<file path="config.mk">
export PLATFORM = sky130hd
export DESIGN_NAME = sum_accumulator
export DESIGN_NICKNAME = d
export VERILOG_FILES = /design/src/rtl/sum_acc_pkg.sv /design/src/rtl/bcd_to_7seg.sv /design/src/rtl/sum_accumulator.sv
export SDC_FILE = /design/constraint.sdc
export NUM_CORES = 1
export LEC_CHECK = 0
export ABC_AREA = 1
export CAP_MARGIN = 25
export CORE_MARGIN = 1.5
export CORE_UTILIZATION = 45
export CTS_CLUSTER_SIZE = 30
export DETAILED_ROUTE_END_ITERATION = 6
export GPL_TIMING_DRIVEN = 0
export PLACE_DENSITY = 0.79
export SLEW_MARGIN = 10
export SYNTH_ARGS = -nofsm -noshare
export SYNTH_HDL_FRONTEND = slang
export SYNTH_HIERARCHICAL = 1
export SYNTH_SLANG_ARGS = --single-unit
</file>
<file path="constraint.sdc">
create_clock -name clk -period 3.3 [get_ports clk]
set_clock_uncertainty 0.2 [all_clocks]
set_input_delay 0.66 -clock clk [delete_from_list [all_inputs] [get_ports clk]]
set_output_delay 0.66 -clock clk [all_outputs]
set_load 0.02 [all_outputs]
</file>
<file path="src/rtl/sum_acc_pkg.sv">
// sum_acc_pkg: shared definitions for the BCD sum accumulator.
//   state_t     - accumulator FSM states (IDLE, ADD, ADJ, DONE)
//   BCD_MAX     - largest legal BCD digit value
//   SEG_BLANK   - all segments off (active-high, order g..a)
//   SEG_DIGITS  - active-high segment patterns for digits 0..9
//   seg_pattern - digit-to-pattern lookup; codes 10..15 return SEG_BLANK
package sum_acc_pkg;

  typedef enum logic [1:0] {
    IDLE = 2'd0,
    ADD  = 2'd1,
    ADJ  = 2'd2,
    DONE = 2'd3
  } state_t;

  localparam int BCD_MAX = 9;

  localparam logic [6:0] SEG_BLANK = 7'b0000000;

  // Index 9 is the leftmost element of the packed array.
  localparam logic [9:0][6:0] SEG_DIGITS = {
    7'b1101111,  // 9
    7'b1111111,  // 8
    7'b0000111,  // 7
    7'b1111101,  // 6
    7'b1101101,  // 5
    7'b1100110,  // 4
    7'b1001111,  // 3
    7'b1011011,  // 2
    7'b0000110,  // 1
    7'b0111111   // 0
  };

  function automatic logic [6:0] seg_pattern(input logic [3:0] digit);
    if (digit > 4'(BCD_MAX)) begin
      seg_pattern = SEG_BLANK;
    end else begin
      seg_pattern = SEG_DIGITS[digit];
    end
  endfunction

endpackage

</file>
<file path="src/rtl/bcd_to_7seg.sv">
// bcd_to_7seg: combinational BCD digit to seven-segment decoder.
//   digit - 4-bit BCD digit (10..15 display blank)
//   seg   - 7-bit segment pattern, order g..a, active-high
module bcd_to_7seg
  import sum_acc_pkg::*;
(
  input  logic [3:0] digit,
  output logic [6:0] seg
);

  always_comb begin
    seg = seg_pattern(digit);
  end

endmodule

</file>
<file path="src/rtl/sum_accumulator.sv">
// sum_accumulator: accumulates 0..15 operands into a two-digit BCD running
// total (0..99) and drives two seven-segment displays.
//
// Parameters
//   HEX_ACTIVE_LOW - 1: hex outputs active-low (DE0-CV), 0: active-high
//   OPERAND_W      - width of load_w
// Build option
//   SUM_SATURATE_EN - defined: tens overflow clamps the total to 99;
//                     undefined: total wraps modulo 100. ovf is set either way.
// Ports
//   clk        - system clock, rising edge
//   rst        - synchronous reset, active-low
//   load_w     - operand to add (0..15)
//   load_valid - one-cycle strobe qualifying load_w
//   clear      - synchronous clear of total and flags, aborts any operation
//   busy       - high in ADD, ADJ and DONE
//   done       - one-cycle pulse in DONE, the cycle after the total updates
//   sum_tens   - BCD tens digit of the running total
//   sum_ones   - BCD ones digit of the running total
//   ovf        - sticky: the total passed 99
//   dropped    - sticky: load_valid arrived while busy
//   hex1, hex0 - segment patterns (g..a) for sum_tens / sum_ones
module sum_accumulator
  import sum_acc_pkg::*;
#(
  parameter bit HEX_ACTIVE_LOW = 1'b1,
  parameter int OPERAND_W      = 4
) (
  input  logic                 clk,
  input  logic                 rst,
  input  logic [OPERAND_W-1:0] load_w,
  input  logic                 load_valid,
  input  logic                 clear,
  output logic                 busy,
  output logic                 done,
  output logic [3:0]           sum_tens,
  output logic [3:0]           sum_ones,
  output logic                 ovf,
  output logic                 dropped,
  output logic [6:0]           hex1,
  output logic [6:0]           hex0
);

  state_t                 state_q;
  state_t                 state_d;
  logic [OPERAND_W-1:0]   operand;
  logic [4:0]             ones_tmp;
  logic [1:0]             carry;
  logic [8:0]             folded;
  logic [6:0]             seg_tens;
  logic [6:0]             seg_ones;

  // Folds the pending carry into the tens digit. Result is
  // {overflow, tens, ones}; overflow either wraps or clamps to 99.
  function automatic logic [8:0] fold_total(input logic [3:0] tens,
                                            input logic [1:0] cy,
                                            input logic [3:0] ones);
    logic [4:0] t;
    t = {1'b0, tens} + {3'b000, cy};
    if (t > 5'(BCD_MAX)) begin
`ifdef SUM_SATURATE_EN
      fold_total = {1'b1, 4'(BCD_MAX), 4'(BCD_MAX)};
`else
      fold_total = {1'b1, 4'(t - 5'd10), ones};
`endif
    end else begin
      fold_total = {1'b0, t[3:0], ones};
    end
  endfunction

  always_comb begin
    folded = fold_total(sum_tens, carry, ones_tmp[3:0]);
  end

  // State register
  always_ff @(posedge clk) begin
    if (!rst) begin
      state_q <= IDLE;
    end else begin
      state_q <= state_d;
    end
  end

  // Next state and status outputs
  always_comb begin
    state_d = state_q;
    busy    = 1'b0;
    done    = 1'b0;
    if (clear) begin
      state_d = IDLE;
    end else begin
      unique case (state_q)
        IDLE: if (load_valid) state_d = ADD;
        ADD:  state_d = ADJ;
        ADJ:  if (ones_tmp <= 5'(BCD_MAX)) state_d = DONE;
        DONE: state_d = IDLE;
        default: state_d = IDLE;
      endcase
    end
    busy = (state_q != IDLE);
    done = (state_q == DONE);
  end

  // Datapath: operand capture, ones add, one decimal correction per ADJ cycle
  always_ff @(posedge clk) begin
    if (!rst) begin
      operand  <= '0;
      ones_tmp <= '0;
      carry    <= '0;
      sum_tens <= '0;
      sum_ones <= '0;
      ovf      <= 1'b0;
      dropped  <= 1'b0;
    end else if (clear) begin
      carry    <= '0;
      sum_tens <= '0;
      sum_ones <= '0;
      ovf      <= 1'b0;
      dropped  <= 1'b0;
    end else begin
      // Any strobe outside IDLE, including the DONE->IDLE cycle, is lost.
      if (load_valid && state_q != IDLE) begin
        dropped <= 1'b1;
      end
      unique case (state_q)
        IDLE: begin
          if (load_valid) begin
            operand <= load_w;
            carry   <= '0;
          end
        end
        ADD: begin
          ones_tmp <= {1'b0, sum_ones} + 5'(operand);
        end
        ADJ: begin
          if (ones_tmp > 5'(BCD_MAX)) begin
            ones_tmp <= ones_tmp - 5'd10;
            carry    <= carry + 2'd1;
          end else begin
            sum_tens <= folded[7:4];
            sum_ones <= folded[3:0];
            if (folded[8]) begin
              ovf <= 1'b1;
            end
          end
        end
        default: ;
      endcase
    end
  end

  bcd_to_7seg u_seg_tens (
    .digit (sum_tens),
    .seg   (seg_tens)
  );

  bcd_to_7seg u_seg_ones (
    .digit (sum_ones),
    .seg   (seg_ones)
  );

  always_comb begin
    hex1 = HEX_ACTIVE_LOW ? ~seg_tens : seg_tens;
    hex0 = HEX_ACTIVE_LOW ? ~seg_ones : seg_ones;
  end

endmodule
</file>
==> results of run 1 <==
-- worst paths after layout --
check / slack [ns] / cells past startpoint / startpoint / end
setup reg to reg: 0.91 / 12 / sum_tens[0]$_SDFFE_PP0P_ / sum_tens[1]$_SDFFE_PP0P_
hold / removal: 0.26 / 2 / ovf$_SDFFE_PP0P_ / ovf$_SDFFE_PP0P_
hold reg to reg: 0.26 / 2 / ovf$_SDFFE_PP0P_ / ovf$_SDFFE_PP0P_
setup / recovery: 0.25 / 8 / sum_tens[1]$_SDFFE_PP0P_ / hex1[2]
-- kinds of logic after synthesis --
kind of cell,count (synthesis),share of synthesized area [%]
buffers and inverters,77,16.36
XOR/XNOR,2,0.9237
flip-flops,23,24.27
adder cells (fa/ha/maj),24,16.62
AO/OA/AOI/OAI,41,11.48
AND/OR/NAND/NOR,136,30.34
-- through the flow --
step / worst slack [ns] / cell area, um2 / instances / util (%)
global route: 0.07295 / 2325 / 389 / 57.70
detailed placement: 0.5063 / 2280 / 385 / 56.58
global placement: 0.5199 / 2280 / 385 / 56.58
CTS: 0.2156 / 2325 / 389 / 57.70
finish: 0.2524 / 2325 / 389 / 57.70
floorplan: 1.009 / 1897 / 303 / -
-- sequential cells by signal (all words and copies together) (netlist names) --
signal / count
carry: 2
dropped: 1
ones_tmp: 5
operand: 4
ovf: 1
state_q: 2
sum_ones: 4
sum_tens: 4
-- cell type report --
cell class / count / area, um2 / share of cell area [%]
well taps: 50 / 62.56 / 2.691
clock buffers: 4 / 45.04 / 1.938
flip-flops and latches: 23 / 460.4 / 19.81
multi-input cells: 203 / 1126 / 48.44
repair buffers: 32 / 320.3 / 13.78
plain buffers: 5 / 40.04 / 1.722
inverters: 72 / 270.3 / 11.63
-- per-layer routing --
metal  GRT usage, %  vias to the layer above  part of all wire [%]
li1               -                      997                     -
met1          23.07                      780                    49
met2          34.10                       32                    47
met3          2.138                        4                   3.3
met4          5.750                        0                   1.0
met5              0                        -                     0
-- Yosys cell counts --
library cell / n / share of area, %
sky130_fd_sc_hd__nor3_1: 2 / 0.53
sky130_fd_sc_hd__xor2_1: 1 / 0.46
sky130_fd_sc_hd__nand3_4: 1 / 0.92
sky130_fd_sc_hd__buf_6: 2 / 1.2
sky130_fd_sc_hd__o22ai_1: 1 / 0.33
sky130_fd_sc_hd__buf_2: 2 / 0.53
sky130_fd_sc_hd__inv_2: 3 / 0.59
sky130_fd_sc_hd__nand4_1: 2 / 0.66
sky130_fd_sc_hd__nand2_1: 65 / 13
sky130_fd_sc_hd__o21ai_2: 2 / 0.92
sky130_fd_sc_hd__nand3_1: 21 / 5.5
sky130_fd_sc_hd__nor2_1: 41 / 8.1
sky130_fd_sc_hd__xnor2_1: 1 / 0.46
sky130_fd_sc_hd__a21oi_2: 1 / 0.46
sky130_fd_sc_hd__o21ai_0: 15 / 4.0
sky130_fd_sc_hd__inv_1: 69 / 14
sky130_fd_sc_hd__fa_1: 2 / 2.1
sky130_fd_sc_hd__dfxtp_1: 23 / 24
sky130_fd_sc_hd__ha_1: 22 / 15
sky130_fd_sc_hd__o21ai_1: 1 / 0.26
sky130_fd_sc_hd__a21oi_1: 21 / 5.5
sky130_fd_sc_hd__buf_4: 1 / 0.40
sky130_fd_sc_hd__nand2_2: 2 / 0.66
sky130_fd_sc_hd__nand3_2: 2 / 1.1
-- critical path, delay by kind of cell (launching register included) --
kind | cells | cell delay, ns
simple gates | 4 | 0.39
flops | 1 | 0.53
buf+inv | 3 | 0.78
fa+ha+maj | 1 | 0.24
-- power groups by stage --
stage / clock network [mW] / registers (mW) / logic (mW)
finish: 0.175 / 0.304 / 0.174
global route: 0.192 / 0.305 / 0.199
CTS: 0.179 / 0.304 / 0.174
detailed placement: 0 / 0.310 / 0.173
global placement: 0 / 0.310 / 0.169
floorplan: 0 / 0.310 / 0.117
==> impl_table.tex, run 1 <==
\begin{tabular}{lr}
\hline
Metric & Value \\
\hline
\multicolumn{2}{l}{\textbf{Layout}} \\
\quad Most frequent cells in the layout & sky130\_fd\_sc\_hd\_\_inv\_1, sky130\_fd\_sc\_hd\_\_nand2\_1, sky130\_fd\_sc\_hd\_\_nor2\_1 \\
\quad Most frequent standard cell in the layout excluding fill and tap cells & sky130\_fd\_sc\_hd\_\_inv\_1 \\
\quad Fill cell total of the finished layout & 400 \\
\quad Share of cells above drive strength 1 & 5.605\% \\
\quad Number of nets in the final layout & 372 \\
\quad Area added between synthesis and finish & 22.56\% \\
\quad Diodes inserted & 0 \\
\multicolumn{2}{l}{\textbf{Timing}} \\
\quad Fin. Hold Viols & 0 \\
\quad Achievable clock frequency & 0.3281 GHz \\
\quad Worst-margin pin slew & 0.4869 ns \\
\quad Slew Limit Fails & 0 \\
\quad Final period demand of the worst path & just over 3 ns \\
\quad Final setup violation count & 0 \\
\quad Worst slew margin & around 67\% \\
\quad RSZ-0062 raised after global routing & false \\
\quad Post-Route Hold Slack & 0.2572 ns \\
\quad Ratio of final minimum period to clock period & 92.35\% \\
\quad Post-route setup TNS & 0 ns \\
\multicolumn{2}{l}{\textbf{Die}} \\
\quad X dimension of the die & 67.93 um \\
\quad Starting utilization of the core area & between 40\% and 50\% \\
\quad Vertical die dimension & 67.93 um \\
\quad FP Rows & 23 \\
\quad Placeable core region & 4029 um2 \\
\quad Die Footprint & 4614 um2 \\
\quad \# IOs & 34 \\
\multicolumn{2}{l}{\textbf{Clock tree}} \\
\quad Cells resized by post-CTS repair & 0 \\
\quad Root Driver & sky130\_fd\_sc\_hd\_\_clkbuf\_8 \\
\quad Insertion delay of the later-clocked pin in the worst-skew pair & roughly 0.26 ns \\
\quad Number of clock sinks seen by CTS & 23 \\
\quad Clock-pin transition on the worst setup and hold timing paths & 0.08 ns \\
\quad Number of clock buffers inserted by TritonCTS & 3 \\
\quad Clock Path Buffers & 2 \\
\quad Clock tree from TritonCTS & done \\
\quad Hold Buf Count CTS & 0 \\
\quad Number of H-tree levels & 1 \\
\quad Post-CTS Repair Setup Buffers & 0 \\
\multicolumn{2}{l}{\textbf{Routing}} \\
\quad Number of DRC markers after the initial detailed-route iteration & 53 \\
\quad Total wire length & 3.749 mm \\
\quad Routed wire length per instance & 9.638 um \\
\quad Final ANT Viol Nets & 0 \\
\quad 1st-pass router iterations & 4 \\
\quad Via count of the routed design & 1813 \\
\quad Via-per-instance ratio & around 4.7 \\
\quad Number of remaining DRC errors & 0 \\
\multicolumn{2}{l}{\textbf{Power}} \\
\quad Pwr/cell area & 280.8 nW/um2 \\
\quad Post-route total power & 0.6528 mW \\
\quad Int Pwr & 0.4503 mW \\
\quad Switch share & 31.02\% \\
\quad Net switching power figure & 0.2025 mW \\
\quad Part of the total power dissipated in combinational logic & 26.6\% \\
\quad Relative contribution of sequential cells to total power & 46.5\% \\
\quad Clock Power Share & between 20\% and 30\% \\
\quad Maximum VDD drop & around 230 uV \\
\quad Static leakage power & 1.232 nW \\
\multicolumn{2}{l}{\textbf{Yosys}} \\
\quad Synthesized instance count & 303 \\
\quad Sequential cell area fraction in the yosys report & 24.27\% \\
\quad Synthesized flop and latch total & 23 \\
\quad Number of warnings reported in the yosys synthesis log & 6 \\
\quad Net Count, Synth & 335 \\
\quad Synthesized area & $\sim$1900 um2 \\
\quad Unique masters post-synth & 24 \\
\quad Average size of a mapped cell & roughly 6.3 um2 \\
\multicolumn{2}{l}{\textbf{Critical path}} \\
\quad Crit-path cells & inv\_1, ha\_1, nor2\_1, nor2\_1, nor2\_1, nor2\_1, inv\_1, clkdlybuf4s50\_1 \\
\quad Setup Crit Path Kind & register to output port \\
\quad Slowest stage cell on the critical path & sky130\_fd\_sc\_hd\_\_clkdlybuf4s50\_1 \\
\quad Endpoint arrival time on the critical path & 2.19 ns \\
\quad Crit-path max cell delay & 0.59 ns \\
\quad Maximum fanout along the worst path & 8 \\
\quad Most repeated library cell on the critical path & sky130\_fd\_sc\_hd\_\_nor2\_1 \\
\quad Required @ worst endpoint & about 2.4 ns \\
\quad Kind of capture point of the worst setup path & output port \\
\quad Kind of start point of the critical path & register \\
\multicolumn{2}{l}{\textbf{GRT}} \\
\quad Pin count of the biggest net entering global routing & 13 \\
\quad Overflow after GRT & 0 \\
\quad Global-route wire length before repair & $\sim$6.9 mm \\
\quad Via count of the first global-routing pass & between 1500 and 2000 \\
\quad Antenna violations before repair & 0 \\
\quad Combined global-route utilization of all metal layers & a little under a fifth \\
\multicolumn{2}{l}{\textbf{Worst hold path}} \\
\quad Class of the tightest hold or removal check & register to register \\
\multicolumn{2}{l}{\textbf{Placement}} \\
\quad Final weighted congestion in routability-driven placement & about 0.87 \\
\quad Half-perimeter wire length after detailed placement & 3.023 mm \\
\quad I/O Buffers & 32 \\
\multicolumn{2}{l}{\textbf{Job}} \\
\quad Max-cap violation count & 0 \\
\multicolumn{2}{l}{\textbf{Status}} \\
\quad Run status & completed \\
\hline
\end{tabular}
(Power assumes the default switching activity.)
==> run 2: changes to the inputs <==
- CTS_CLUSTER_DIAMETER: not set -> 100
- GPL_ROUTABILITY_DRIVEN: not set -> 0
- RECOVER_POWER: not set -> 50
==> run 2 against run 1 <==
Against the previous run:
- register-to-register slack about the same
- non-clock buffer count unchanged
- sequential cell count stayed put
- first-iteration DRC count shrank 9.4%
- critical path type unchanged
- highest routed layer unchanged
- fmax rose by 0.11%
- hold slack lost 0.0033 ns
- via count barely moved
- global-route usage stayed put
- clock power about the same
- clock-buffer cell count unchanged
==> impl_table.tex, run 2 (synthesis gave the netlist of run 1 again) <==
\begin{tabular}{lr}
\hline
Metric & Value \\
\hline
\multicolumn{2}{l}{\textbf{Routing}} \\
\quad 1st-pass router iterations & 4 (unchanged) \\
\quad Routed wire length per instance & 9.666 um (+0.29\%) \\
\quad Number of remaining DRC errors & 0 (unchanged) \\
\quad Number of DRC markers after the initial detailed-route iteration & 48 (-9.4\%) \\
\quad Via-per-instance ratio & 4.663 (about the same) \\
\quad Final ANT Viol Nets & 0 (unchanged) \\
\quad Total wire length & 3.760 mm (+0.29\%) \\
\quad Via count of the routed design & 1814 (+0.055\%) \\
\multicolumn{2}{l}{\textbf{Layout}} \\
\quad Number of nets in the final layout & 372 (unchanged) \\
\quad Flip-flop count of the largest register, all copies and words added & 5 (unchanged) \\
\quad Fill cell total of the finished layout & 406 (+1.5\%) \\
\quad Diodes inserted & 0 (unchanged) \\
\quad Most frequent standard cell in the layout excluding fill and tap cells & sky130\_fd\_sc\_hd\_\_inv\_1 \\
\quad Final design utilization & 57.05\% (-0.65 points) \\
\quad Largest Register & ones\_tmp \\
\quad Area added between synthesis and finish & 21.17\% \\
\quad Most frequent cells in the layout & sky130\_fd\_sc\_hd\_\_inv\_1, sky130\_fd\_sc\_hd\_\_nand2\_1, sky130\_fd\_sc\_hd\_\_nor2\_1 \\
\quad Share of cells above drive strength 1 & 4.425\% (-1.2 points) \\
\multicolumn{2}{l}{\textbf{Clock tree}} \\
\quad Clock-pin transition on the worst setup and hold timing paths & 0.08 ns (about the same) \\
\quad Clock Path Buffers & 2 (unchanged) \\
\quad Post-CTS Repair Setup Buffers & 0 (unchanged) \\
\quad Number of clock buffers inserted by TritonCTS & 3 (unchanged) \\
\quad Clock tree from TritonCTS & done \\
\quad Cells resized by post-CTS repair & 0 (unchanged) \\
\quad Number of clock sinks seen by CTS & 23 (unchanged) \\
\quad Root Driver & sky130\_fd\_sc\_hd\_\_clkbuf\_8 \\
\quad Number of H-tree levels & 1 (unchanged) \\
\quad Hold Buf Count CTS & 0 (unchanged) \\
\quad Insertion delay of the later-clocked pin in the worst-skew pair & 0.26 ns (about the same) \\
\multicolumn{2}{l}{\textbf{Die}} \\
\quad Vertical die dimension & 67.93 um (unchanged) \\
\quad \# IOs & 34 (unchanged) \\
\quad Die Footprint & 4614 um2 (unchanged) \\
\quad FP Rows & 23 (unchanged) \\
\quad Starting utilization of the core area & 47.08\% (unchanged) \\
\quad Placeable core region & 4029 um2 (unchanged) \\
\quad X dimension of the die & 67.93 um (unchanged) \\
\multicolumn{2}{l}{\textbf{GRT}} \\
\quad Via count of the first global-routing pass & 1700 (unchanged) \\
\quad Global-route wire length before repair & 6.913 mm (unchanged) \\
\quad Overflow after GRT & 0 (unchanged) \\
\quad Pin count of the biggest net entering global routing & 13 (unchanged) \\
\quad Combined global-route utilization of all metal layers & 18.80\% (unchanged) \\
\quad Antenna violations before repair & 0 (unchanged) \\
\multicolumn{2}{l}{\textbf{Power}} \\
\quad Part of the total power dissipated in combinational logic & 26.0\% (-0.6 points) \\
\quad Switch share & 31.03\% (about the same) \\
\quad Int Pwr & 0.4472 mW (-0.68\%) \\
\quad Maximum VDD drop & 234.7 uV (+0.31\%) \\
\quad Clock Power Share & 27.1\% (+0.3 points) \\
\quad Relative contribution of sequential cells to total power & 46.8\% (+0.3 points) \\
\quad Static leakage power & 1.240 nW (+0.59\%) \\
\quad Net switching power figure & 0.2012 mW (-0.62\%) \\
\quad Pwr/cell area & 282.1 nW/um2 (+0.47\%) \\
\multicolumn{2}{l}{\textbf{Timing}} \\
\quad Worst-margin pin slew & 0.4742 ns (-0.01266 ns) \\
\quad Slew Limit Fails & 0 (unchanged) \\
\quad Ratio of final minimum period to clock period & 92.25\% (-0.098 points) \\
\quad Fin. Hold Viols & 0 (unchanged) \\
\quad RSZ-0062 raised after global routing & false \\
\quad Final period demand of the worst path & 3.044 ns (-0.003226 ns) \\
\quad Post-route setup TNS & 0 ns (unchanged) \\
\quad Achievable clock frequency & 0.3285 GHz (+0.11\%) \\
\quad Worst slew margin & 68.14\% (+0.85 points) \\
\quad Final setup violation count & 0 (unchanged) \\
\quad Post-Route Hold Slack & 0.2540 ns (-0.003289 ns) \\
\multicolumn{2}{l}{\textbf{Worst hold path}} \\
\quad Class of the tightest hold or removal check & register to register \\
\multicolumn{2}{l}{\textbf{Critical path}} \\
\quad Kind of capture point of the worst setup path & output port \\
\quad Kind of start point of the critical path & register \\
\quad Endpoint arrival time on the critical path & 2.18 ns (about the same) \\
\quad Setup Crit Path Kind & register to output port \\
\quad Required @ worst endpoint & 2.44 ns (about the same) \\
\quad Maximum fanout along the worst path & 8 (unchanged) \\
\multicolumn{2}{l}{\textbf{Placement}} \\
\quad I/O Buffers & 32 (unchanged) \\
\quad Half-perimeter wire length after detailed placement & 3.023 mm (unchanged) \\
\multicolumn{2}{l}{\textbf{Job}} \\
\quad Max-cap violation count & 0 (unchanged) \\
\multicolumn{2}{l}{\textbf{Status}} \\
\quad Run status & completed \\
\hline
\end{tabular}
-- run 2: cell count changes in the layout (fill, tap and decap cells not counted) --
cell and change:
sky130_fd_sc_hd__nand3_2 -1, sky130_fd_sc_hd__clkbuf_1 +2, sky130_fd_sc_hd__buf_6 -1, sky130_fd_sc_hd__buf_2 -1
sky130_fd_sc_hd__nand3_4 -1, sky130_fd_sc_hd__o21ai_1 -1, sky130_fd_sc_hd__nand3_1 +2, sky130_fd_sc_hd__o21ai_0 +1
sky130_fd_sc_hd__dlygate4sd3_1 +6, sky130_fd_sc_hd__clkdlybuf4s50_1 -6
-- run 2: worst paths after layout --
kind | from | end | slack, ns | cells past startpoint
worst max-delay path | sum_tens[1]$_SDFFE_PP0P_ | hex1[2] | 0.26 | 8
worst min register to register | ovf$_SDFFE_PP0P_ | ovf$_SDFFE_PP0P_ | 0.25 | 2
worst min-delay path | ovf$_SDFFE_PP0P_ | ovf$_SDFFE_PP0P_ | 0.25 | 2
worst max register to register | sum_tens[0]$_SDFFE_PP0P_ | sum_tens[1]$_SDFFE_PP0P_ | 0.92 | 12
-- run 2: worst max-delay path: stages (launching register included) --
cell and delay (ns):
sky130_fd_sc_hd__dfxtp_1 0.53, sky130_fd_sc_hd__inv_1 0.14, sky130_fd_sc_hd__ha_1 0.24, sky130_fd_sc_hd__nor2_1 0.11, sky130_fd_sc_hd__nor2_1 0.05, sky130_fd_sc_hd__nor2_1 0.17
sky130_fd_sc_hd__nor2_1 0.06, sky130_fd_sc_hd__inv_1 0.05, sky130_fd_sc_hd__clkdlybuf4s50_1 0.59
-- run 2: final cells by class --
class	count	area [um2]	area share [%]
plain buffers	5	31.28	1.361
repair buffers	32	320.3	13.94
multi-input cells	203	1109	48.23
flip-flops and latches	23	460.4	20.03
inverters	72	270.3	11.76
clock buffers	4	45.04	1.960
well taps	50	62.56	2.722
-- run 2: metrics by stage --
step           worst slack [ns]  cell area [um2]  cells  power, mW
2_1_floorplan             1.009             1897    303     0.4272
3_3_place_gp             0.5199             2280    385     0.4786
3_5_place_dp             0.5063             2280    385     0.4837
4_1_cts                  0.2156             2325    389     0.6573
5_1_grt                 0.07295             2298    389     0.6911
6_report                 0.2557             2298    389     0.6485
-- run 2: power groups by stage --
stage / combinational (mW) / sequential (mW) / clock, mW
floorplan: 0.117 / 0.310 / 0
global placement: 0.169 / 0.310 / 0
detailed placement: 0.173 / 0.310 / 0
CTS: 0.174 / 0.304 / 0.179
global route: 0.194 / 0.305 / 0.192
finish: 0.169 / 0.304 / 0.176
-- run 2: per-layer routing --
layer	up-vias	wire [um]	share of wire (%)	global-route usage, %
met5	-	0	0	0
met4	0	24	0.64	5.750
met3	2	116	3.1	2.138
met2	31	1775	47	34.10
met1	783	1844	49	23.07
li1	998	-	-	-
